<file path="config.mk">
export PLATFORM = sky130hd
export DESIGN_NAME = systolic_feed_controller
export DESIGN_NICKNAME = d
export VERILOG_FILES = /design/src/rtl/systolic_feed_controller.sv
export SDC_FILE = /design/constraint.sdc
export NUM_CORES = 1
export LEC_CHECK = 0
export CAP_MARGIN = 10
export CORE_MARGIN = 8
export CORE_UTILIZATION = 50
export CTS_CLUSTER_SIZE = 28
export DETAILED_ROUTE_END_ITERATION = 8
export GPL_ROUTABILITY_DRIVEN = 0
export PLACE_DENSITY = 0.83
export SYNTH_ARGS = -nofsm -noshare
export SYNTH_HDL_FRONTEND = slang
export SYNTH_SLANG_ARGS = --single-unit
</file>
<file path="constraint.sdc">
create_clock -name clk -period 3.5 [get_ports clk]
set_input_delay 1.05 -clock clk [delete_from_list [all_inputs] [get_ports clk]]
set_output_delay 1.05 -clock clk [all_outputs]
set_load 0.01 [all_outputs]
</file>
<file path="src/rtl/systolic_feed_controller.sv">
// Feeds one matrix pass from the unified buffer through the diagonal skew stage into the array,
// then flushes the skew stage with zero rows. Optional stall counter enabled by SETUP_PERF_EN.
module systolic_feed_controller #(
  parameter int MATRIX_WIDTH = 14,
  parameter int ADDR_WIDTH   = 24,
  parameter int LEN_WIDTH    = 32,
  parameter int BUF_LATENCY  = 2
) (
  input  logic                  clk,
  input  logic                  reset,
  input  logic                  start,
  input  logic [ADDR_WIDTH-1:0] base_addr,
  input  logic [LEN_WIDTH-1:0]  row_count,
  input  logic                  stall,
  output logic                  busy,
  output logic                  done,
  output logic                  buf_rd_en,
  output logic [ADDR_WIDTH-1:0] buf_rd_addr,
  output logic                  setup_enable,
  output logic                  setup_zero_fill
`ifdef SETUP_PERF_EN
  ,
  output logic [31:0]           perf_stall_cycles
`endif
);

  localparam int FLUSH_W    = (MATRIX_WIDTH > 2) ? $clog2(MATRIX_WIDTH) : 1;
  localparam int FLUSH_LAST = (MATRIX_WIDTH > 1) ? MATRIX_WIDTH - 2 : 0;

  typedef enum logic [1:0] {
    IDLE  = 2'd0,
    FEED  = 2'd1,
    FLUSH = 2'd2,
    DONE  = 2'd3
  } state_t;

  state_t                 state_q, state_d;
  logic [ADDR_WIDTH-1:0]  base_q;
  logic [LEN_WIDTH-1:0]   count_q;
  logic [LEN_WIDTH-1:0]   issued_q;
  logic [FLUSH_W-1:0]     flush_q;
  logic [BUF_LATENCY-1:0] valid_q, valid_d;
  logic                   accept, rd_fire, flush_step, flush_last;

  assign accept     = (state_q == IDLE) && start;
  assign rd_fire    = (state_q == FEED) && !stall && (issued_q < count_q);
  assign flush_step = (state_q == FLUSH) && !stall;
  assign flush_last = (flush_q == FLUSH_W'(FLUSH_LAST));

  // Each read lands in the skew stage exactly BUF_LATENCY cycles later; stall never touches this.
  assign valid_d = (valid_q << 1) | BUF_LATENCY'(rd_fire);

  always_ff @(posedge clk or negedge reset) begin
    if (!reset) begin
      state_q  <= IDLE;
      base_q   <= '0;
      count_q  <= '0;
      issued_q <= '0;
      flush_q  <= '0;
      valid_q  <= '0;
    end else begin
      state_q <= state_d;
      valid_q <= valid_d;
      if (accept) begin
        base_q   <= base_addr;
        count_q  <= row_count;
        issued_q <= '0;
        flush_q  <= '0;
      end else begin
        if (rd_fire) begin
          issued_q <= issued_q + 1'b1;
        end
        if (flush_step) begin
          flush_q <= flush_q + 1'b1;
        end
      end
    end
  end

  // Leave FEED in the cycle the last row drains so the first flush step follows with no gap.
  always_comb begin
    state_d = state_q;
    case (state_q)
      IDLE: begin
        if (start) begin
          state_d = (row_count == '0) ? DONE : FEED;
        end
      end
      FEED: begin
        if ((issued_q == count_q) && (valid_d == '0)) begin
          state_d = (MATRIX_WIDTH > 1) ? FLUSH : DONE;
        end
      end
      FLUSH: begin
        if (flush_step && flush_last) begin
          state_d = DONE;
        end
      end
      DONE: begin
        state_d = IDLE;
      end
      default: begin
        state_d = IDLE;
      end
    endcase
  end

  always_comb begin
    busy            = (state_q == FEED) || (state_q == FLUSH);
    done            = (state_q == DONE);
    buf_rd_en       = rd_fire;
    buf_rd_addr     = '0;
    setup_enable    = valid_q[BUF_LATENCY-1] | flush_step;
    setup_zero_fill = flush_step;
    if (rd_fire) begin
      buf_rd_addr = base_q + ADDR_WIDTH'(issued_q);
    end
  end

`ifdef SETUP_PERF_EN
  always_ff @(posedge clk or negedge reset) begin
    if (!reset) begin
      perf_stall_cycles <= '0;
    end else if (accept) begin
      perf_stall_cycles <= '0;
    end else if (busy && stall && (perf_stall_cycles != 32'hFFFF_FFFF)) begin
      perf_stall_cycles <= perf_stall_cycles + 32'd1;
    end
  end
`endif

endmodule

</file>
=== Word level (Yosys, flattened, before mapping) ===
Cells that the tools add are included.

* Register bits after elaboration: 96
* Input bits: 60
* Output and inout bits: 29
* Logic and storage cells: 44

* Add/sub/neg operators: 3
* Magnitude comparators: 1
* Eq/ne operators: 8
* Multiplexer cells: 10
* Bitwise gates (word level): 2
* Reduce and logical (&&, ||, !) cells: 14

{| class="wikitable"
|+ Operators by type and width
! cell !! count
|-
| $mux W32 || 2
|-
| $add A32 B1 Y32 const B || 1
|-
| $eq A32 B32 Y1 || 1
|-
| $logic_not A32 Y1 || 1
|-
| $lt A32 B32 Y1 || 1
|-
| $add A24 B24 Y24 || 1
|-
| $mux W24 || 1
|-
| $mux W2 || 4
|-
| $mux W4 || 2
|-
| $pmux W2 S4 || 1
|-
| $logic_and A1 B1 Y1 || 6
|-
| $add A4 B1 Y4 const B || 1
|-
| $eq A2 B2 Y1 const B || 2
|-
| $eq A4 B4 Y1 const B || 1
|-
| $logic_not A2 Y1 || 2
|-
| $ne A2 B2 Y1 const B || 2
|-
| $reduce_bool A2 Y1 || 2
|-
| $reduce_and A3 Y1 || 1
|-
| $eq A2 B1 Y1 const B || 1
|-
| $ne A2 B1 Y1 const B || 1
|-
| $or A2 B1 Y2 || 1
|-
| $logic_not A1 Y1 || 1
|-
| $logic_or A1 B1 Y1 || 1
|-
| $or A1 B1 Y1 || 1
|}

=== Longest topological paths before layout ===
Gate-level depths: netlist (run 1).

* Depth after elaboration: 8
* Gate-level depth with buffers: 11
* Depth with buffers taken out: 10

=== Least setup slack after synthesis (run 1) ===
Ideal clock, no wire load.

* Path type: input to output
* Start: input port stall
* End: output port buf_rd_addr[13]
* Arrival time: 2.448 ns
* Data required time: 2.450 ns
* Setup slack: 0.002 ns
* Stages on the path: 9
* Buffers on the path: 3
* Cell sequence: nor2_1 -> nand2_1 -> a21oi_1 -> o211a_1 -> o21ai_1 -> clkbuf_1 -> clkbuf_1 -> buf_2 -> nor3b_1

* Cells in the longest elaborated chain, start to end: 4

{| class="wikitable"
|+ Ends and longest elaborated chain
! element !! RTL line !! RTL
|-
| start: declaration || 14 || <nowiki>input logic stall,</nowiki>
|-
| $logic_not A1 Y1 || 46 || <nowiki>assign rd_fire = (state_q == FEED) && !stall && (issued_q < count_q);</nowiki>
|-
| $logic_and A1 B1 Y1 (2 in a row) || 46 ||
|-
| $mux W24 || 115 || <nowiki>if (rd_fire) begin</nowiki>
|-
| end: declaration || 18 || <nowiki>output logic [ADDR_WIDTH-1:0] buf_rd_addr,</nowiki>
|}

Every way passes these cells.

=== Worst setup path after layout (run 1) ===
* Start: register base_q[0]
* End: output port buf_rd_addr[14]

* Cells in the longest elaborated chain, start to end: 2

{| class="wikitable"
|+ Ends and longest elaborated chain
! element !! RTL line !! RTL
|-
| start: declaration || 38 || <nowiki>logic [ADDR_WIDTH-1:0] base_q;</nowiki>
|-
| start signal: assignment || 65 || <nowiki>base_q <= base_addr;</nowiki>
|-
| $add A24 B24 Y24 || 116 || <nowiki>buf_rd_addr = base_q + ADDR_WIDTH'(issued_q);</nowiki>
|-
| $mux W24 || 115 ||
|}

Every way passes these cells.

==> run_results.csv, run 1 <==
group,metric,value,unit
logic_synthesis,syn_area_per_cell,8.474,um^2
die,die-area,0.01644,mm^2
sta,post-route-min-period,3843,ps
sta,rsz0062_at_grt,"true",
sta,clock.fmax,260.2,MHz
layout,multi_input_area,0.004158,mm^2
power,p_per_area,612.3,mW/mm^2
hold_path,hold_path.class,"reg2reg",
sta,slew_headroom,0.5486,
logic_synthesis,netlist.area_leader.share,0.3816,
layout,drive_gt1_frac,0.2863,
route,dr_total_vias,6742,
route,first_pass_iters,6,
clock_tree,clk_root_buffer_cell,"clkbuf_16",
route,drtIter0Drc,808,
clock_tree,clk_pin_slew,70,ps
die,coreArea,0.01247,mm^2
sta,setup_ws,-343.0,ps
layout,num_antenna_cells,0,
placed_design,io_buffers,88,
route,wire_per_inst,19.63,um
logic_synthesis,synth_top_area_cell,"dfrtp_1",
setup_path,cp.arrival,2790,ps
clock_tree,hold_buffers,0,
layout,post-route-util,0.7450,
logic_synthesis,synth_top_flop_cell,"dfrtp_1",
logic_synthesis,syn_area,0.006296,mm^2
global_routing,grt_overflow,0,
logic_synthesis,netlist_instances,743,
logic_synthesis,synthTopCellsByArea,"dfrtp_1 38%, ha_1 13%, nand2_1 8.0%, a21oi_1 4.5%, o21ai_0 3.9%",
logic_synthesis,ys_seq_elements,96,
clock_tree,cts_sinks,96,
clock_tree,htree_levels,3,
sta,skew,10.30,ps
sta,tightest_slew,677.0,ps
global_routing,antenna_found_initial,0,
route,drc_errors,0,
logic_synthesis,synth_edf_count,0,
logic_synthesis,synth_most_common_cell,"nand2_1",
placed_design,dpl_worst_slack,-742.5,ps
global_routing,grt_pass1_vias,6743,
clock_tree,cts_tree,"done",
global_routing,grt_max_degree,68,
sta,maxSlewViolCount,0,
die,start_util,0.5051,
run,cap_violations,0,
route,antenna_left,0,
power,ir_drop,0.0003572,V
setup_path,worstPathRequired,2450,ps
setup_path,path_class,"reg2out",
layout,area_growth,47.50,%
setup_path,cp-start-kind,"register",
clock_tree,clock_latency,350,ps
logic_synthesis,yosys_warnings,0,
global_routing,grt_pass1_wl,33850,um
global_routing,gr-usage-all-layers,0.2545,
layout,final-seq-area,0.002407,mm^2
die,die_w,128.2,um
layout,nNetsFinal,1076,
logic_synthesis,ys_async_sr_fraction,1.000,
die,io_pins,89,
setup_path,crit_fanout,3,
route,avgViaCountPerCell,5.972,
setup_path,crit_path_end_kind,"output port",
power,p_leak,4.357,nW
placed_design,dp_hpwl,12680,um
clock_tree,clock_path_buffers,2,
layout,nFillCells,765,
die,row_count,41,
clock_tree,cts_buffers,9,
logic_synthesis,syn_nets,867,
sta,holdWs,387.4,ps
route,routed_wirelength,22160,um
logic_synthesis,synth_cell_types,55,
sta,hold_viol,0,
status,outcome,"finished, violations left",
logic_synthesis,synth_commonest_cells,"134 x nand2_1, 96 x dfrtp_1, 63 x ha_1",
logic_synthesis,synth_seq_area_share,0.3816,
sta,setup_viol,25,
sta,post-route-period-util,1.098,
die,die_h,128.2,um
status,violations,"setup timing",
## critical path: stages, from the launching register on
cell	delay, ps
dfrtp_1	380
ha_2	200
fa_2	380
a211oi_4	280
o211ai_1	210
nand3_2	200
o21ai_2	100
a31oi_2	210
buf_4	150
xor2_1	150
nor2_1	60
buf_2	140
## power breakdown
group	total, W	internal (W)	switching (W)
Combinational	0.00288	0.00133	0.00156
Sequential	0.00167	0.00146	0.000210
Clock	0.00113	0.000687	0.000447
## kinds of logic after synthesis
kind of cell / count (synthesis) / share of synthesized area
XOR/XNOR: 22 / 0.03060
AND/OR/NAND/NOR: 287 / 0.2188
adder cells (fa/ha/maj): 64 / 0.1284
AO/OA/AOI/OAI: 188 / 0.1854
flip-flops: 96 / 0.3816
buffers and inverters: 84 / 0.05187
multiplexers: 2 / 0.003378
## final cells by class
class / instances / area share
multi-input cells: 563 / 0.4477
clock inverters: 2 / 0.006467
flip-flops and latches: 96 / 0.2592
well taps: 172 / 0.02317
clock buffers: 14 / 0.02951
repair buffers: 227 / 0.2114
inverters: 55 / 0.02250
## layout by cell type (no fill, tap or decap), types with 14 or more instances in the layout
master	netlist	layout
o21ai_1	8	14
nand2_1	134	133
clkdlybuf4s50_1	0	61
buf_4	2	121
nor2_1	39	31
a21oi_1	56	46
nand4_1	25	25
inv_1	54	52
buf_2	3	18
ha_4	0	20
a21o_1	17	17
xor2_1	15	15
ha_1	63	41
o21ai_0	49	39
dfrtp_1	96	92
buf_6	0	21
## path summary, 6_finish.rpt
path	startpoint	to	slack (ps)	cells after the start
min in group asynchronous	reset	state_q[0]$_DFFE_PN0P_	740	1
min reg2reg	valid_q[0]$_DFF_PN0_	valid_q[1]$_DFF_PN0_	390	0
max in group asynchronous	reset	issued_q[7]$_DFFE_PN0P_	2060	2
min	valid_q[0]$_DFF_PN0_	valid_q[1]$_DFF_PN0_	390	0
max	base_q[0]$_DFFE_PN0P_	buf_rd_addr[14]	-340	11
max reg2reg	count_q[13]$_DFFE_PN0P_	issued_q[9]$_DFFE_PN0P_	570	14
## registers in the layout, summed over array words and instances (netlist names)
register / cells
count_q: 32
issued_q: 32
base_q: 24
flush_q: 4
state_q: 2
valid_q: 2
## metrics by stage
stage / power (W) / area, um^2 / cells / setup TNS [ps]
global placement: 0.003794 / 8058 / 1074 / -14100
CTS: 0.005338 / 9006 / 1118 / -2565
detailed placement: 0.003874 / 8058 / 1074 / -15180
floorplan: 0.002903 / 6296 / 743 / 0
global route: 0.006002 / 9286 / 1129 / -7400
finish: 0.005686 / 9286 / 1129 / -6025
## routing by layer
layer,vias to the layer above,track usage,share of wire
met5,-,0,0
li1,3052,-,-
met3,94,0.05408,0.082
met4,0,0.1098,0.042
met2,372,0.4147,0.47
met1,3224,0.3182,0.41
## repair_timing
| item | in CTS | in global routing |
|---|---|---|
| buffers inserted | 28 | 14 |
| cloned | 2 | 0 |
| resized for setup | 198 | 46 |
| setup endpoints to repair | 25 | 25 |
| pin swaps | 52 | 41 |
Power figures use the tool's default switching activity.
==> run 2, diff against run 1 <==
- REMOVE_ABC_BUFFERS: unset -> 1
==> run_results.csv, run 2 (synthesized netlist as in run 1, its figures left out) <==
group,metric,value,unit
global_routing,gr-usage-all-layers,0.2615,
layout,final-seq-area,0.002404,mm^2
global_routing,grt_pass1_wl,34490,um
sta,maxSlewViolCount,0,
route,drc_errors,0,
placed_design,dpl_worst_slack,-695.7,ps
global_routing,grt_max_degree,62,
die,io_pins,89,
hold_path,hold_path.class,"reg2reg",
setup_path,path_class,"reg2out",
route,drtIter0Drc,724,
setup_path,cp-start-kind,"register",
setup_path,crit_path_end_kind,"output port",
die,coreArea,0.01247,mm^2
die,start_util,0.5051,
layout,nNetsFinal,1087,
clock_tree,cts_buffers,9,
clock_tree,htree_levels,3,
setup_path,cp.arrival,2820,ps
placed_design,dp_hpwl,13110,um
route,dr_total_vias,7063,
power,p_leak,4.469,nW
sta,post-route-period-util,1.105,
setup_path,worstReg2RegStart,"issued_q[13]$_DFFE_PN0P_",
setup_path,worstPathRequired,2450,ps
global_routing,grt_pass1_vias,7102,
sta,hold_viol,0,
hold_path,min_path_cells,0,
layout,reg_top3,"count_q (32), issued_q (32), base_q (24)",
sta,slew_headroom,0.4048,
clock_tree,cts_sinks,96,
layout,layout_common_cells,"135 x buf_4, 133 x nand2_1, 95 x dfrtp_1",
die,die-area,0.01644,mm^2
die,die_h,128.2,um
sta,setup_ws,-367.0,ps
clock_tree,clock_path_buffers,2,
layout,mostFrequentLayoutCell,"buf_4",
sta,skew,13.78,ps
layout,nFillCells,757,
sta,rsz0062_at_grt,"true",
hold_path,hold_end,"valid_q[1]$_DFF_PN0_",
clock_tree,hold_buffers,0,
setup_path,ff2ff_setup_slack,180,ps
die,row_count,41,
placed_design,io_buffers,88,
clock_tree,clk_pin_slew,80,ps
sta,setup_viol,25,
route,routed_wirelength,24060,um
sta,holdWs,436.4,ps
hold_path,hp-start,"valid_q[0]$_DFF_PN0_",
sta,clock.fmax,258.6,MHz
status,outcome,"finished, violations left",
sta,setup_tns,-6616,ps
layout,multi_input_area,0.004126,mm^2
power,ir_drop,0.0003388,V
power,p_per_area,622.0,mW/mm^2
route,antenna_left,0,
sta,tightest_slew,890.6,ps
setup_path,r2r_cells,18,
global_routing,grt_overflow,0,
clock_tree,clock_latency,360,ps
clock_tree,cts_tree,"done",
layout,drive_gt1_frac,0.2934,
global_routing,antenna_found_initial,0,
route,first_pass_iters,5,
run,cap_violations,0,
clock_tree,clk_root_buffer_cell,"clkbuf_16",
setup_path,crit_fanout,3,
setup_path,reg2reg_to,"state_q[1]$_DFFE_PN0P_",
layout,num_antenna_cells,0,
layout,area_growth,48.95,%
die,die_w,128.2,um
sta,post-route-min-period,3867,ps
status,violations,"setup timing",
route,wire_per_inst,21.10,um
route,avgViaCountPerCell,6.196,
run 2: layout make-up:
class | instances | share of cell area
well taps | 172 | 0.02295
repair buffers | 238 | 0.2195
clock buffers | 12 | 0.02842
flip-flops and latches | 96 | 0.2563
inverters | 55 | 0.02228
multi-input cells | 563 | 0.4400
clock inverters | 4 | 0.01054
run 2: layer usage:
metal	GRT usage	share of wire
met3	0.05740	0.091
met5	0	0
met1	0.3002	0.37
met4	0.1357	0.067
met2	0.4472	0.47
run 2: where the power goes:
group	internal [W]	total, W	switching [W]
Sequential	0.00146	0.00166	0.000204
Clock	0.000760	0.00123	0.000470
Combinational	0.00130	0.00294	0.00164
Total	0.00352	0.00583	0.00231
run 2: worst max-delay path by stage:
stage	start	to	slack, ps
after floorplan	issued_q[29]$_DFFE_PN0P_	buf_rd_addr[0]	-1240
after global placement	stall	buf_rd_addr[16]	-720
after detailed placement	stall	buf_rd_addr[16]	-700
after CTS	issued_q[0]$_DFFE_PN0P_	buf_rd_addr[22]	-250
after global routing	issued_q[15]$_DFFE_PN0P_	buf_rd_addr[22]	-590
final	base_q[0]$_DFFE_PN0P_	buf_rd_addr[22]	-370
run 2: what timing repair did:
action,4_1_cts,5_1_grt
resized for setup,167,65
pin swaps,49,40
endpoints found under the hold margin,0,0
cloned,2,0
setup endpoints to repair,26,25
setup buffers,35,11
run 2: through the flow:
| stage | total power [W] | cell area, um^2 | cells | utilization |
|---|---|---|---|---|
| CTS | 0.005391 | 9000 | 1132 | 0.7220 |
| global route | 0.006125 | 9378 | 1140 | 0.7523 |
| floorplan | 0.002877 | 6176 | 714 | - |
| finish | 0.005833 | 9378 | 1140 | 0.7523 |
| detailed placement | 0.003917 | 8118 | 1082 | 0.6512 |
| global placement | 0.003820 | 8118 | 1082 | 0.6512 |
run 2: worst max-delay path, cell delays in order, from the launching register on:
cell,delay (ps)
dfrtp_1,400
ha_2,200
fa_2,360
a211oi_2,260
o211ai_1,210
nand3_2,210
o2111ai_4,170
a31oi_2,240
xor2_1,200
nor2_1,50
buf_2,140
==> run 3, diff against run 2 <==
==> constraint.sdc (replaced) <==
create_clock -name clk -period 3.5 [get_ports clk]
set_input_delay 0.525 -clock clk [delete_from_list [all_inputs] [get_ports clk]]
set_output_delay 0.525 -clock clk [all_outputs]
set_load 0.01 [all_outputs]
==> run_results.csv, run 3 (synthesized netlist as in run 1, its figures left out) <==
group,metric,value,unit
route,first_pass_iters,5,
setup_path,critPathMaxStageDelay,460,ps
route,dr_total_vias,5818,
run,cap_violations,0,
placed_design,io_buffers,88,
route,drtIter0Drc,503,
clock_tree,clk_root_buffer_cell,"clkbuf_16",
sta,setup_ws,100.1,ps
setup_path,cp-start-kind,"register",
sta,setup_tns,0,ps
layout,layout_common_cells,"134 x nand2_1, 94 x dfrtp_1, 65 x clkdlybuf4s50_1",
setup_path,crit_path_end_kind,"output port",
sta,post-route-period-util,0.9714,
die,die_h,128.2,um
hold_path,hold_path.class,"in2async",
sta,setup_viol,0,
die,die_w,128.2,um
setup_path,path_cells,"ha_1, nand2_1, o21ai_0, nand3_2, buf_4, o2111ai_4, o211ai_1, xor2_1, nor2_1, dlygate4sd2_1",
power,ir_drop,0.0004024,V
die,start_util,0.5051,
route,routed_wirelength,16930,um
placed_design,post_dp_cell_area,0.007500,mm^2
clock_tree,cts_buffers,9,
layout,final-seq-area,0.002405,mm^2
sta,skew,8.689,ps
sta,hold_viol,0,
setup_path,worstPathRequired,2970,ps
setup_path,crit_fanout,6,
layout,reg_top3,"count_q (32), issued_q (32), base_q (24)",
layout,final_area,0.008099,mm^2
die,row_count,41,
sta,clock.fmax,294.1,MHz
sta,post-route-min-period,3400,ps
global_routing,grt_overflow,0,
global_routing,grt_max_degree,75,
clock_tree,clk_pin_slew,70,ps
die,io_pins,89,
status,outcome,"completed",
power,p_per_area,594.6,mW/mm^2
clock_tree,htree_levels,3,
setup_path,critPathBufInv,2,
global_routing,gr-usage-all-layers,0.2073,
layout,nFillCells,1003,
setup_path,path_class,"reg2out",
layout,multi_input_area,0.003781,mm^2
sta,slew_headroom,0.4982,
layout,drive_gt1_frac,0.1107,
route,antenna_left,0,
sta,holdWs,178.9,ps
power,p_leak,3.979,nW
layout,nNetsFinal,968,
die,coreArea,0.01247,mm^2
die,die-area,0.01644,mm^2
route,drc_errors,0,
layout,area_growth,28.64,%
clock_tree,cts_tree,"done",
placed_design,dpl_worst_slack,64.42,ps
placed_design,dp_hpwl,12040,um
clock_tree,clock_latency,360,ps
sta,maxSlewViolCount,0,
layout,num_antenna_cells,0,
global_routing,grt_pass1_wl,27490,um
placed_design,dp_cells,998,
clock_tree,clock_path_buffers,2,
setup_path,cp.arrival,2870,ps
sta,tightest_slew,752.6,ps
layout,mostFrequentLayoutCell,"nand2_1",
clock_tree,cts_sinks,96,
route,avgViaCountPerCell,5.698,
clock_tree,hold_buffers,0,
setup_path,path_delay_family,"compound AO/OA/AOI/OAI gates",
setup_path,crit_path_top_delay_cell,"dfrtp_1",
global_routing,antenna_found_initial,0,
global_routing,grt_pass1_vias,5623,
route,wire_per_inst,16.58,um
layout,layout.cells.non_filler,1021,
==> run 3: changes by cell type in the layout (fill, tap and decap cells not counted), moves of 11 or more <==
cell            previous run  this run
a21oi_1                   45        56
dlymetal6s2s_1             0        14
buf_4                    135        28
buf_2                     14         0
buf_6                     22         0
a21oi_2                   11         0
==> run 3: report_power, final <==
part	switching, W	internal, W
clock network	0.000455	0.000554
logic	0.00123	0.000908
registers	0.000205	0.00146
total	0.00189	0.00292
==> run 3: through the flow <==
step	total power, W	util
2_1_floorplan	0.002877	-
3_3_place_gp	0.003568	0.6016
3_5_place_dp	0.003648	0.6016
4_1_cts	0.004672	0.6283
5_1_grt	0.005153	0.6497
6_report	0.004816	0.6497
==> run 3: final timing paths <==
kind                                         start                        to  slack, ps  cells past startpoint
min in group clk              valid_q[0]$_DFF_PN0_      valid_q[1]$_DFF_PN0_        400                      0
setup reg to reg           issued_q[1]$_DFFE_PN0P_  issued_q[12]$_DFFE_PN0P_        690                     11
hold reg to reg               valid_q[0]$_DFF_PN0_      valid_q[1]$_DFF_PN0_        400                      0
max in group asynchronous                    reset  issued_q[12]$_DFFE_PN0P_       2620                      2
hold / removal                               reset    flush_q[0]$_DFFE_PN0P_        180                      1
setup / recovery           issued_q[6]$_DFFE_PN0P_           buf_rd_addr[18]        100                     10
==> run 3: final cells by class <==
type | count | area share
Multi-Input combinational cell | 563 | 0.4669
Sequential cell | 96 | 0.2969
Timing Repair Buffer | 119 | 0.1472
Clock buffer | 9 | 0.02781
Tap cell | 172 | 0.02657
Inverter | 55 | 0.02580
Clock inverter | 7 | 0.008806
==> run 3: what timing repair did <==
item | 4_1_cts | 5_1_grt
cloned | 0 | 1
setup endpoints to repair | 20 | 20
gates resized for setup | 20 | 45
pin swaps | 3 | 10
buffers inserted | 0 | 6
==> run 3: worst register-to-register path: stages, from the launching register on <==
cell       delay, ps
dfrtp_1          430
buf_4            180
ha_1             290
nor2b_1          140
o211ai_1         220
a21bo_2          180
o211a_1          200
o21ai_4           90
buf_4            150
clkbuf_16        170
or4_1            500
a21oi_1          170
==> run 3: layer usage <==
layer / global-route usage / part of all wire / up-vias
li1: - / - / 2836
met2: 0.3302 / 0.47 / 220
met4: 0.05944 / 0.016 / 0
met3: 0.05657 / 0.072 / 25
met1: 0.2691 / 0.44 / 2737
met5: 0 / 0 / -
